$ cat src/rtl/soft_error_tmr_reg.sv
// Triple-modular-redundant register with continuous scrubbing, a saturating
// mismatch counter and a valid/ready error-report channel.
module soft_error_tmr_reg #(
    parameter int WIDTH     = 1,
    parameter int CNT_WIDTH = 16
) (
    input  logic                 clock,
    input  logic                 reset,
    input  logic                 en,
    input  logic [WIDTH-1:0]     D,
    input  logic [WIDTH-1:0]     inj_a,
    input  logic [WIDTH-1:0]     inj_b,
    input  logic [WIDTH-1:0]     inj_c,
    output logic [WIDTH-1:0]     Q,
    output logic [CNT_WIDTH-1:0] err_count,
    input  logic                 clr_count,
    output logic                 err_valid,
    input  logic                 err_ready,
    output logic [WIDTH-1:0]     err_bits,
    output logic [1:0]           err_copy,
    output logic                 err_overrun
);

    typedef enum logic {IDLE, REPORT} state_e;

    localparam logic [CNT_WIDTH-1:0] CNT_ONE = {{(CNT_WIDTH-1){1'b0}}, 1'b1};

    logic [WIDTH-1:0]     a_q, b_q, c_q;
    logic [WIDTH-1:0]     next_val, mism, a_min, b_min, c_min;
    logic                 mismatch;
    logic [1:0]           copy_d;
    logic [CNT_WIDTH-1:0] cnt_q, cnt_d;
    state_e               state_q, state_d;
    logic                 capture;
    logic [WIDTH-1:0]     bits_q;
    logic [1:0]           copy_q;
    logic                 ovr_q, ovr_d;

    assign Q        = (a_q & b_q) | (b_q & c_q) | (a_q & c_q);
    assign next_val = en ? D : Q;
    assign mism     = (a_q ^ b_q) | (b_q ^ c_q);
    assign mismatch = |mism;

    // A copy is the minority on a bit when it differs from both others there.
    assign a_min = (a_q ^ b_q) & (a_q ^ c_q);
    assign b_min = (b_q ^ a_q) & (b_q ^ c_q);
    assign c_min = (c_q ^ a_q) & (c_q ^ b_q);

    // NOTE: every comb output gets a default first so no path leaves it unassigned (no latch).
    always_comb begin
        copy_d = 2'd3;
        if (mism == a_min)      copy_d = 2'd0;
        else if (mism == b_min) copy_d = 2'd1;
        else if (mism == c_min) copy_d = 2'd2;
    end

    always_comb begin
        cnt_d = cnt_q;
        if (clr_count)
            cnt_d = mismatch ? CNT_ONE : '0;
        else if (mismatch && !(&cnt_q))
            cnt_d = cnt_q + CNT_ONE;
    end

    always_ff @(posedge clock or posedge reset) begin
        if (reset) state_q <= IDLE;
        else       state_q <= state_d;
    end

    always_comb begin
        state_d = state_q;
        case (state_q)
            IDLE:    if (mismatch) state_d = REPORT;
            REPORT:  if (err_ready && !mismatch) state_d = IDLE;
            default: state_d = IDLE;
        endcase
    end

    always_comb begin
        err_valid = (state_q == REPORT);
        capture   = mismatch && (state_q == IDLE || err_ready);
        ovr_d     = ovr_q;
        if (state_q == REPORT) begin
            if (!err_ready && mismatch) ovr_d = 1'b1;
            else if (err_ready)         ovr_d = 1'b0;
        end
    end

    // NOTE: sequential state uses non-blocking assignments so all copies update from pre-edge values.
    always_ff @(posedge clock or posedge reset) begin
        if (reset) begin
            a_q    <= '0;
            b_q    <= '0;
            c_q    <= '0;
            cnt_q  <= '0;
            bits_q <= '0;
            copy_q <= '0;
            ovr_q  <= 1'b0;
        end else begin
            a_q   <= next_val ^ inj_a;
            b_q   <= next_val ^ inj_b;
            c_q   <= next_val ^ inj_c;
            cnt_q <= cnt_d;
            ovr_q <= ovr_d;
            if (capture) begin
                bits_q <= mism;
                copy_q <= copy_d;
            end
        end
    end

    assign err_count   = cnt_q;
    assign err_bits    = bits_q;
    assign err_copy    = copy_q;
    assign err_overrun = ovr_q;

endmodule

$ cat config.mk
export PLATFORM = sky130hd
export DESIGN_NAME = soft_error_tmr_reg
export DESIGN_NICKNAME = d
export VERILOG_FILES = /design/src/rtl/soft_error_tmr_reg.sv
export SDC_FILE = /design/constraint.sdc
export NUM_CORES = 1
export LEC_CHECK = 0
export ABC_AREA = 1
export CAP_MARGIN = 20
export CORE_ASPECT_RATIO = 1.75
export CORE_MARGIN = 4
export CORE_UTILIZATION = 45
export CTS_CLUSTER_DIAMETER = 40
export CTS_CLUSTER_SIZE = 12
export DETAILED_ROUTE_END_ITERATION = 7
export PLACE_DENSITY = 0.73
export SETUP_SLACK_MARGIN = 0.1
export SYNTH_ARGS = -nofsm -noshare
export SYNTH_HDL_FRONTEND = slang
export SYNTH_SLANG_ARGS = --single-unit
$ cat constraint.sdc
create_clock -name clock -period 1.7 [get_ports clock]
set_input_delay 0.51 -clock clock [delete_from_list [all_inputs] [get_ports clock]]
set_output_delay 0.51 -clock clock [all_outputs]
set_load 0.01 [all_outputs]
==> results of run 1 <==
through the flow:
stage	TNS [ns]	power, W
after floorplan	0	0.00116
after global placement	-0.0104	0.00154
after detailed placement	-0.114	0.00158
after CTS	0	0.00196
after global routing	-0.0392	0.00215
final	0	0.00203
critical path, stage by stage (launching register included):
cell                      delay (ns)
sky130_fd_sc_hd__dfrtp_1        0.40
sky130_fd_sc_hd__ha_2           0.20
sky130_fd_sc_hd__nor2_4         0.11
sky130_fd_sc_hd__nand2_1        0.06
sky130_fd_sc_hd__buf_2          0.14
Yosys cell counts, drive strengths merged:
| master | count | area share [%] |
|---|---|---|
| ha | 4 | 3.7 |
| or2 | 2 | 0.92 |
| nand2 | 56 | 16 |
| o21bai | 2 | 1.1 |
| o21ai | 5 | 2.1 |
| dfrtp | 24 | 44 |
| clkinv | 1 | 0.37 |
| o41ai | 1 | 0.65 |
| nor2 | 26 | 7.6 |
| xnor2 | 4 | 2.6 |
| nand3 | 14 | 5.2 |
| buf | 3 | 1.5 |
| inv | 14 | 3.9 |
| nand4 | 10 | 4.6 |
| xor2 | 5 | 3.2 |
| a21oi | 7 | 2.6 |
per-layer routing:
layer	part of all wire (%)	vias to the layer above	track usage (%)
met5	0	-	0
met4	2.7	0	7.76
met3	4.2	11	2.23
met2	56	57	40.3
met1	37	683	21.0
li1	-	695	-
sequential cells by signal (all words and copies together), names as in the netlist:
signal / flops
err_overrun: 1
err_copy: 2
c_q: 1
b_q: 1
a_q: 1
err_count: 16
err_bits: 1
err_valid: 1
cells by family (layout without fill, tap and decap cells):
group	Yosys count	in the layout	share of synthesized area (%)
AND/OR/NAND/NOR	108	108	34.0
flip-flops	24	24	44.3
adder cells (fa/ha/maj)	4	4	3.69
XOR/XNOR	9	9	5.82
AO/OA/AOI/OAI	15	15	6.46
buffers and inverters	18	77	5.72
layout make-up:
cell class / instances / area (um2)
repair buffers: 57 / 478
repair inverters: 1 / 6.26
inverters: 15 / 61.3
flip-flops and latches: 24 / 602
multi-input cells: 136 / 738
fillers: 252 / 920
clock buffers: 4 / 55.1
well taps: 28 / 35.0
repair_timing:
item / 4_1_cts / 5_1_grt
setup buffers: 11 / 2
resized for setup: 34 / 14
cloned: 0 / 1
pin swaps: 2 / 7
endpoints found under the setup margin: 38 / 17
power by group through the flow:
stage,logic [W],registers [W],clock network [W]
final,0.000915,0.000720,0.000391
after CTS,0.000838,0.000720,0.000403
after global placement,0.000810,0.000734,0
after detailed placement,0.000840,0.000742,0
after floorplan,0.000380,0.000780,0
after global routing,0.000996,0.000733,0.000418
worst paths after layout:
check                          start            end  slack [ns]  cells past startpoint
min in group asynchronous      reset   err_count[6]        0.57                      3
max                              b_q              Q        0.01                      4
min                        err_valid    err_overrun        0.46                      1
min reg2reg                err_valid    err_overrun        0.46                      1
max reg2reg                      a_q  err_count[11]        0.15                      7
max in group asynchronous      reset   err_count[2]        0.86                      3
==> results.cfg, run 1 <==
[status]
outcome = finished clean

[place]
place.detailed.hpwl_um = 2670
place.port_buffers = 30
place.gp.congestion = 0.909
placed_instances = 247
detailed_place.area_um2 = 1780
dp_worst_setup_slack_ns = -0.0650

[synthesis]
synth_cells = 178
synth.cell_area_um2 = 1360
synth.lib_cells_used.distinct = 21
yosys_warnings = 0
postSynthRegisterBits = 24
syn_area_per_cell_um2 = 7.61
synthesis.nets = 191
synth_seq_area_share_pct = 44.3

[floorplan]
core_um2 = 2900
die_area_um2 = 3990
die_h_um = 80.6
io_pins = 31
die_x_um = 49.5
core.rowCount = 26
start_util_pct = 46.8

[routing]
post_drt_wl_per_cell_um = 14.8
drt.antenna.violating_nets = 0
drcViolationCount = 0
finalWirelength_um = 3920
post_drt_via_cell_ratio = 5.46
detail_route.iter0.violations = 48
routed-via-count = 1446
detailedRoute.firstPassIterationCount = 4

[min_path]
hold_path_class = reg2reg

[power_and_ir_drop]
leakage_nw = 0.992
power.share.combinational_pct = 45.2
internal_power_w = 0.00129
power_frac_seq_pct = 35.5
cellPowerDensity_nw_per_um2 = 1030
power.switching_w = 0.000740
switching_share_pct = 36.5
power.ir.vdd_worst_mv = 0.628
share_clk_of_total_power_pct = 19.3

[worst_setup_path]
worst-endpoint-arrival_ns = 1.18
critPathRequiredTime_ns = 1.19
timing.critical_path.to_type = primary output
worstPathMaxFanout = 2
timing.setup.critical_path_class = reg2out
element_type_at_the_critical_path_start = register

[cts]
worstSkewPairLatency_ns = 0.27
path_clk_slew_ns = 0.08
clkSinkCount = 24
clock_tree.root_cell = sky130_fd_sc_hd__clkbuf_8
cts.path.max_buffers = 2
cts_tree = built
numCtsBuffers = 3
htree_num_levels = 1
cts_hold_buf = 0

[sta]
max-slew-margin-rel_pct = 74.8
finalWorstSetupSlack_ns = 0.0135
clock.fmax_mhz = 593
final.min_clock_period_ns = 1.69
skew_ns = 0.00570
setup_repair_after_global_routing_missed_its_margin = yes
final_min_period_over_clock_period_pct = 99.2
worst_pin_slew_ns = 0.378
count_of_endpoints_failing_setup_in_the_final_report = 0
slew_violations = 0
timing.final.hold_violations = 0
hold-worst-slack_ns = 0.460

[global_routing]
grt_first_pass_wirelength_um = 6240
initial_antenna_violation_count = 0
gr-usage-all-layers_pct = 20.3
maximum_number_of_pins_on_one_net_before_global_route_repair = 25
globalRoute.totalOverflow = 0
grt_pass1_vias = 1420

[layout]
antenna-diode-count = 0
finalNonFillerCells = 265
drive_gt1_share_pct = 21.9
final_core_utilization_pct = 68.2
final_net_count = 251
final_area_um2 = 1980
most-common-layout-cells = sky130_fd_sc_hd__nand2_1 (53), sky130_fd_sc_hd__buf_4 (26), sky130_fd_sc_hd__dfrtp_1 (23)
area_growth_pct = 45.8
mostFrequentLayoutCell = sky130_fd_sc_hd__nand2_1

[run]
max_cap_violations = 0
No activity file was read; power rests on OpenSTA's default activity.
==> run 2, diff against run 1 <==
--- a/config.mk
+++ b/config.mk
@@ -14,7 +14,7 @@
 export CTS_CLUSTER_SIZE = 12
 export DETAILED_ROUTE_END_ITERATION = 7
 export PLACE_DENSITY = 0.73
-export SETUP_SLACK_MARGIN = 0.1
+export SKIP_LAST_GASP = 1
 export SYNTH_ARGS = -nofsm -noshare
 export SYNTH_HDL_FRONTEND = slang
 export SYNTH_SLANG_ARGS = --single-unit
==> run 2 against run 1 <==
The flow now finishes with violations (setup timing). Final area shrank 1.5%. First-iteration DRC count shrank 6.3%. Flip-flop and latch count did not move. Non-clock buffer count shrank 1. Clock skew shrank 0.0016 ns. Via count fell by 4.0%. Hold slack improved by 0.0080 ns. Utilization fell by 0.99 points. Critical endpoint unchanged.
==> results.cfg, run 2 (same netlist as run 1, synthesis figures left out) <==
[worst_setup_path]
element_type_at_the_critical_path_start = register
worst-endpoint-arrival_ns = 1.22
worstPathMaxFanout = 2
timing.setup.critical_path_class = reg2out
critPathRequiredTime_ns = 1.19
timing.critical_path.to_type = primary output

[place]
place.gp.congestion = 0.909
detailed_place.area_um2 = 1780
placed_instances = 247
place.detailed.hpwl_um = 2670
dp_worst_setup_slack_ns = -0.0650
place.port_buffers = 30

[sta]
setup_repair_after_global_routing_missed_its_margin = yes
slew_violations = 0
worst_pin_slew_ns = 0.347
final_min_period_over_clock_period_pct = 102
count_of_endpoints_failing_setup_in_the_final_report = 1
final.min_clock_period_ns = 1.73
skew_ns = 0.00415
finalWorstSetupSlack_ns = -0.0339
hold-worst-slack_ns = 0.469
clock.fmax_mhz = 577
timing.final.hold_violations = 0
max-slew-margin-rel_pct = 76.5

[layout]
most-common-layout-cells = sky130_fd_sc_hd__nand2_1 (55), sky130_fd_sc_hd__buf_4 (26), sky130_fd_sc_hd__dfrtp_1 (23)
area_growth_pct = 43.7
final_net_count = 249
finalNonFillerCells = 263
antenna-diode-count = 0
final_area_um2 = 1950
mostFrequentLayoutCell = sky130_fd_sc_hd__nand2_1
drive_gt1_share_pct = 19.1
number_of_flip_flops_in_the_largest_register = 16
final_core_utilization_pct = 67.2
filler_cell_count = 256

[routing]
drcViolationCount = 0
detailedRoute.firstPassIterationCount = 4
routed-via-count = 1388
post_drt_via_cell_ratio = 5.28
finalWirelength_um = 3810
detail_route.iter0.violations = 45
drt.antenna.violating_nets = 0
post_drt_wl_per_cell_um = 14.5

[cts]
clock_tree.root_cell = sky130_fd_sc_hd__clkbuf_8
path_clk_slew_ns = 0.09
cts_tree = built
clkSinkCount = 24
cts.path.max_buffers = 2
htree_num_levels = 1
numCtsBuffers = 3
cts_hold_buf = 0
worstSkewPairLatency_ns = 0.27

[global_routing]
globalRoute.totalOverflow = 0
maximum_number_of_pins_on_one_net_before_global_route_repair = 25
grt_first_pass_wirelength_um = 6150
initial_antenna_violation_count = 0
gr-usage-all-layers_pct = 19.9
grt_pass1_vias = 1408

[power_and_ir_drop]
cellPowerDensity_nw_per_um2 = 1020
power.ir.vdd_worst_mv = 0.616
leakage_nw = 1.07

[status]
failed_checks = setup timing
outcome = complete, but fails checks

[floorplan]
io_pins = 31
core_um2 = 2900
die_h_um = 80.6
core.rowCount = 26
die_x_um = 49.5
start_util_pct = 46.8
die_area_um2 = 3990

[run]
max_cap_violations = 0

[min_path]
hold_path_class = reg2reg
[run 2: repair_timing]
item	CTS	global route
pin swaps	1	2
gates cloned	0	0
setup endpoints to repair	18	26
gates resized for setup	14	16
setup buffers	11	1
[run 2: final timing paths]
| path | startpoint | endpoint | slack [ns] | cells after the start |
|---|---|---|---|---|
| setup / recovery | b_q | Q | -0.03 | 4 |
| hold / removal | err_valid | err_overrun | 0.47 | 1 |
| setup reg to reg | err_count[0] | err_count[0] | 0.12 | 9 |
| hold reg to reg | err_valid | err_overrun | 0.47 | 1 |
| max in group asynchronous | reset | err_count[2] | 0.88 | 3 |
| min in group asynchronous | reset | err_copy[1] | 0.57 | 3 |
[run 2: layout make-up]
cell class	count	area [um2]	share of cell area, %
Multi-Input combinational cell	136	697	35.8
Sequential cell	24	602	30.9
Timing Repair Buffer	56	499	25.6
Inverter	15	58.8	3.02
Clock buffer	4	55.1	2.83
Tap cell	28	35.0	1.80
[run 2: critical path, cell delays in order, from the launching register on]
cell	delay, ns
sky130_fd_sc_hd__dfrtp_1	0.40
sky130_fd_sc_hd__ha_1	0.22
sky130_fd_sc_hd__nor2_2	0.12
sky130_fd_sc_hd__nand2_1	0.07
sky130_fd_sc_hd__buf_2	0.14
[run 2: metrics by stage]
stage	power, W	setup TNS, ns
CTS	0.00196	-0.0258
finish	0.00198	-0.0339
detailed placement	0.00158	-0.114
floorplan	0.00116	0
global route	0.00210	-0.126
global placement	0.00154	-0.0104
[run 2: report_power, final]
group / internal [W] / switching (W)
Clock: 0.000207 / 0.000194
Sequential: 0.000667 / 0.0000536
Combinational: 0.000392 / 0.000463
Total: 0.00127 / 0.000711
[run 2: layer usage]
metal  global-route usage [%]  up-vias  wire [um]
li1                         -      687          -
met1                     20.8      661       1450
met2                     39.5       33       2140
met3                     2.23        7        133
met4                     7.76        0         81
met5                        0        -          0
==> run 3, diff against run 2 <==
==> constraint.sdc (replaced) <==
create_clock -name clock -period 2.16 [get_ports clock]
set_input_delay 0.648 -clock clock [delete_from_list [all_inputs] [get_ports clock]]
set_output_delay 0.648 -clock clock [all_outputs]
set_load 0.01 [all_outputs]
==> run 3 against run 2 <==
The run now ends clean. Clock power down 24%. Register-to-register slack better by 0.26 ns. Combinational power down 33%. Non-clock buffer count down 20. Via count down 7.7%. Wire length down 13%. Largest cell class unchanged. First-iteration DRC count down 29%. Largest power group is now sequential cells. Clock-buffer cell count unchanged. Critical path depth down 3. Sequential power down 19%.
==> results.cfg, run 3 (same netlist as run 1, synthesis figures left out) <==
[worst_setup_path]
worst-endpoint-arrival_ns = 1.36
element_type_at_the_critical_path_start = register
worstPathMaxFanout = 7
cpLargestDelayFamily = buffers and inverters
timing.critical_path.buf_inv = 1
critPathRequiredTime_ns = 1.51
timing.setup.critical_path_class = reg2out
cp_slowest_cell = sky130_fd_sc_hd__clkdlybuf4s50_1
path_cells = clkdlybuf4s50_1
critical_path.max_stage_delay_ns = 0.60
timing.critical_path.to_type = primary output

[cts]
clkSinkCount = 24
clock_tree.root_cell = sky130_fd_sc_hd__clkbuf_8
path_clk_slew_ns = 0.08
cts.path.max_buffers = 2
cts_tree = built
cts_hold_buf = 0
quantity_of_gates_resized_following_cts = 1
htree_num_levels = 1
numCtsBuffers = 3
worstSkewPairLatency_ns = 0.27
post-cts-setup-buffers = 0

[global_routing]
gr-usage-all-layers_pct = 18.6
globalRoute.totalOverflow = 0
maximum_number_of_pins_on_one_net_before_global_route_repair = 25
initial_antenna_violation_count = 0
grt_pass1_vias = 1295
grt_first_pass_wirelength_um = 5810

[layout]
antenna-diode-count = 0
final_area_um2 = 1770
area_growth_pct = 30.6
finalNonFillerCells = 243
most-common-layout-cells = sky130_fd_sc_hd__nand2_1 (55), sky130_fd_sc_hd__clkdlybuf4s50_1 (29), sky130_fd_sc_hd__nor2_1 (24), sky130_fd_sc_hd__dfrtp_1 (24)
mostFrequentLayoutCell = sky130_fd_sc_hd__nand2_1
filler_cell_count = 262
final_net_count = 229
number_of_flip_flops_in_the_largest_register = 16
drive_gt1_share_pct = 7.91

[power_and_ir_drop]
internal_power_w = 0.000959
share_clk_of_total_power_pct = 20.7
switching_share_pct = 34.5
power.share.combinational_pct = 39.2
cellPowerDensity_nw_per_um2 = 828
power.total_w = 0.00147
power.switching_w = 0.000506
power_frac_seq_pct = 40.0
power.ir.vdd_worst_mv = 0.564
leakage_nw = 0.805

[place]
place.detailed.hpwl_um = 2520
place.port_buffers = 30
placed_instances = 239
detailed_place.area_um2 = 1720
dp_worst_setup_slack_ns = 0.275
place.gp.congestion = 0.938

[sta]
final.min_clock_period_ns = 2.01
setup_repair_after_global_routing_missed_its_margin = no
final.setup.tns_ns = 0
timing.final.hold_violations = 0
finalWorstSetupSlack_ns = 0.148
max-slew-margin-rel_pct = 67.6
worst_pin_slew_ns = 0.485
count_of_endpoints_failing_setup_in_the_final_report = 0
slew_violations = 0
final_min_period_over_clock_period_pct = 93.2
skew_ns = 0.00504
clock.fmax_mhz = 497

[run]
max_cap_violations = 0

[routing]
post_drt_via_cell_ratio = 5.27
detailroute.wirelength.met3_um = 124
routed-via-count = 1281
top_routing_layer_in_use = met4
detail_route.iter0.violations = 32
drcViolationCount = 0
finalWirelength_um = 3300
route.layer.met1.wl_um = 1380
routed-wl-met2_um = 1710
detailedRoute.firstPassIterationCount = 4
post_drt_wl_per_cell_um = 13.6
drt.antenna.violating_nets = 0

[floorplan]
die_area_um2 = 3990
io_pins = 31
core_um2 = 2900
die_h_um = 80.6
core.rowCount = 26
start_util_pct = 46.8
die_x_um = 49.5

[status]
outcome = finished clean

[min_path]
hold_path_class = reg2reg
==> run 3: changes by cell type in the layout (fill, tap and decap cells not counted), moves of 4 or more <==
| cell | change |
|---|---|
| sky130_fd_sc_hd__buf_4 | -20 |
| sky130_fd_sc_hd__clkdlybuf4s50_1 | +17 |
| sky130_fd_sc_hd__dlygate4sd2_1 | -8 |
| sky130_fd_sc_hd__dlymetal6s2s_1 | -8 |
| sky130_fd_sc_hd__nor2_1 | +5 |
| sky130_fd_sc_hd__nor2_2 | -4 |
==> run 3: power by group through the flow <==
| stage | logic, W | clock network (W) | registers (W) |
|---|---|---|---|
| finish | 0.000575 | 0.000304 | 0.000586 |
| detailed placement | 0.000588 | 0 | 0.000595 |
| CTS | 0.000584 | 0.000309 | 0.000587 |
| floorplan | 0.000299 | 0 | 0.000614 |
| global placement | 0.000575 | 0 | 0.000592 |
| global route | 0.000644 | 0.000332 | 0.000597 |
==> run 3: path summary, 6_finish.rpt <==
path	start	endpoint	slack (ns)	cells past startpoint
worst min register to register	err_valid	err_overrun	0.47	1
max in group asynchronous	reset	err_copy[1]	1.21	3
worst max register to register	err_count[0]	err_count[0]	0.38	9
worst max-delay path	err_count[7]	err_count[7]	0.15	1
worst min-delay path	err_valid	err_overrun	0.47	1
min in group asynchronous	reset	err_count[12]	0.71	3
==> run 3: final cells by class <==
cell class / count / area (um2) / area share (%)
Tap cell: 28 / 35.0 / 1.98
Multi-Input combinational cell: 136 / 677 / 38.3
Sequential cell: 24 / 601 / 33.9
Inverter: 15 / 57.6 / 3.25
Clock buffer: 4 / 55.1 / 3.11
Timing Repair Buffer: 36 / 344 / 19.4
==> run 3: stage by stage <==
step | hold slack [ns] | util [%]
2_1_floorplan | 0.502 | -
3_3_place_gp | 0.450 | 59.2
3_5_place_dp | 0.463 | 59.2
4_1_cts | 0.481 | 61.1
5_1_grt | 0.505 | 61.1
6_report | 0.474 | 61.1
==> run 3: metal layers <==
metal,track usage [%],up-vias
li1,-,653
met5,0,-
met2,32.7,38
met3,3.90,10
met4,8.03,0
met1,21.4,580
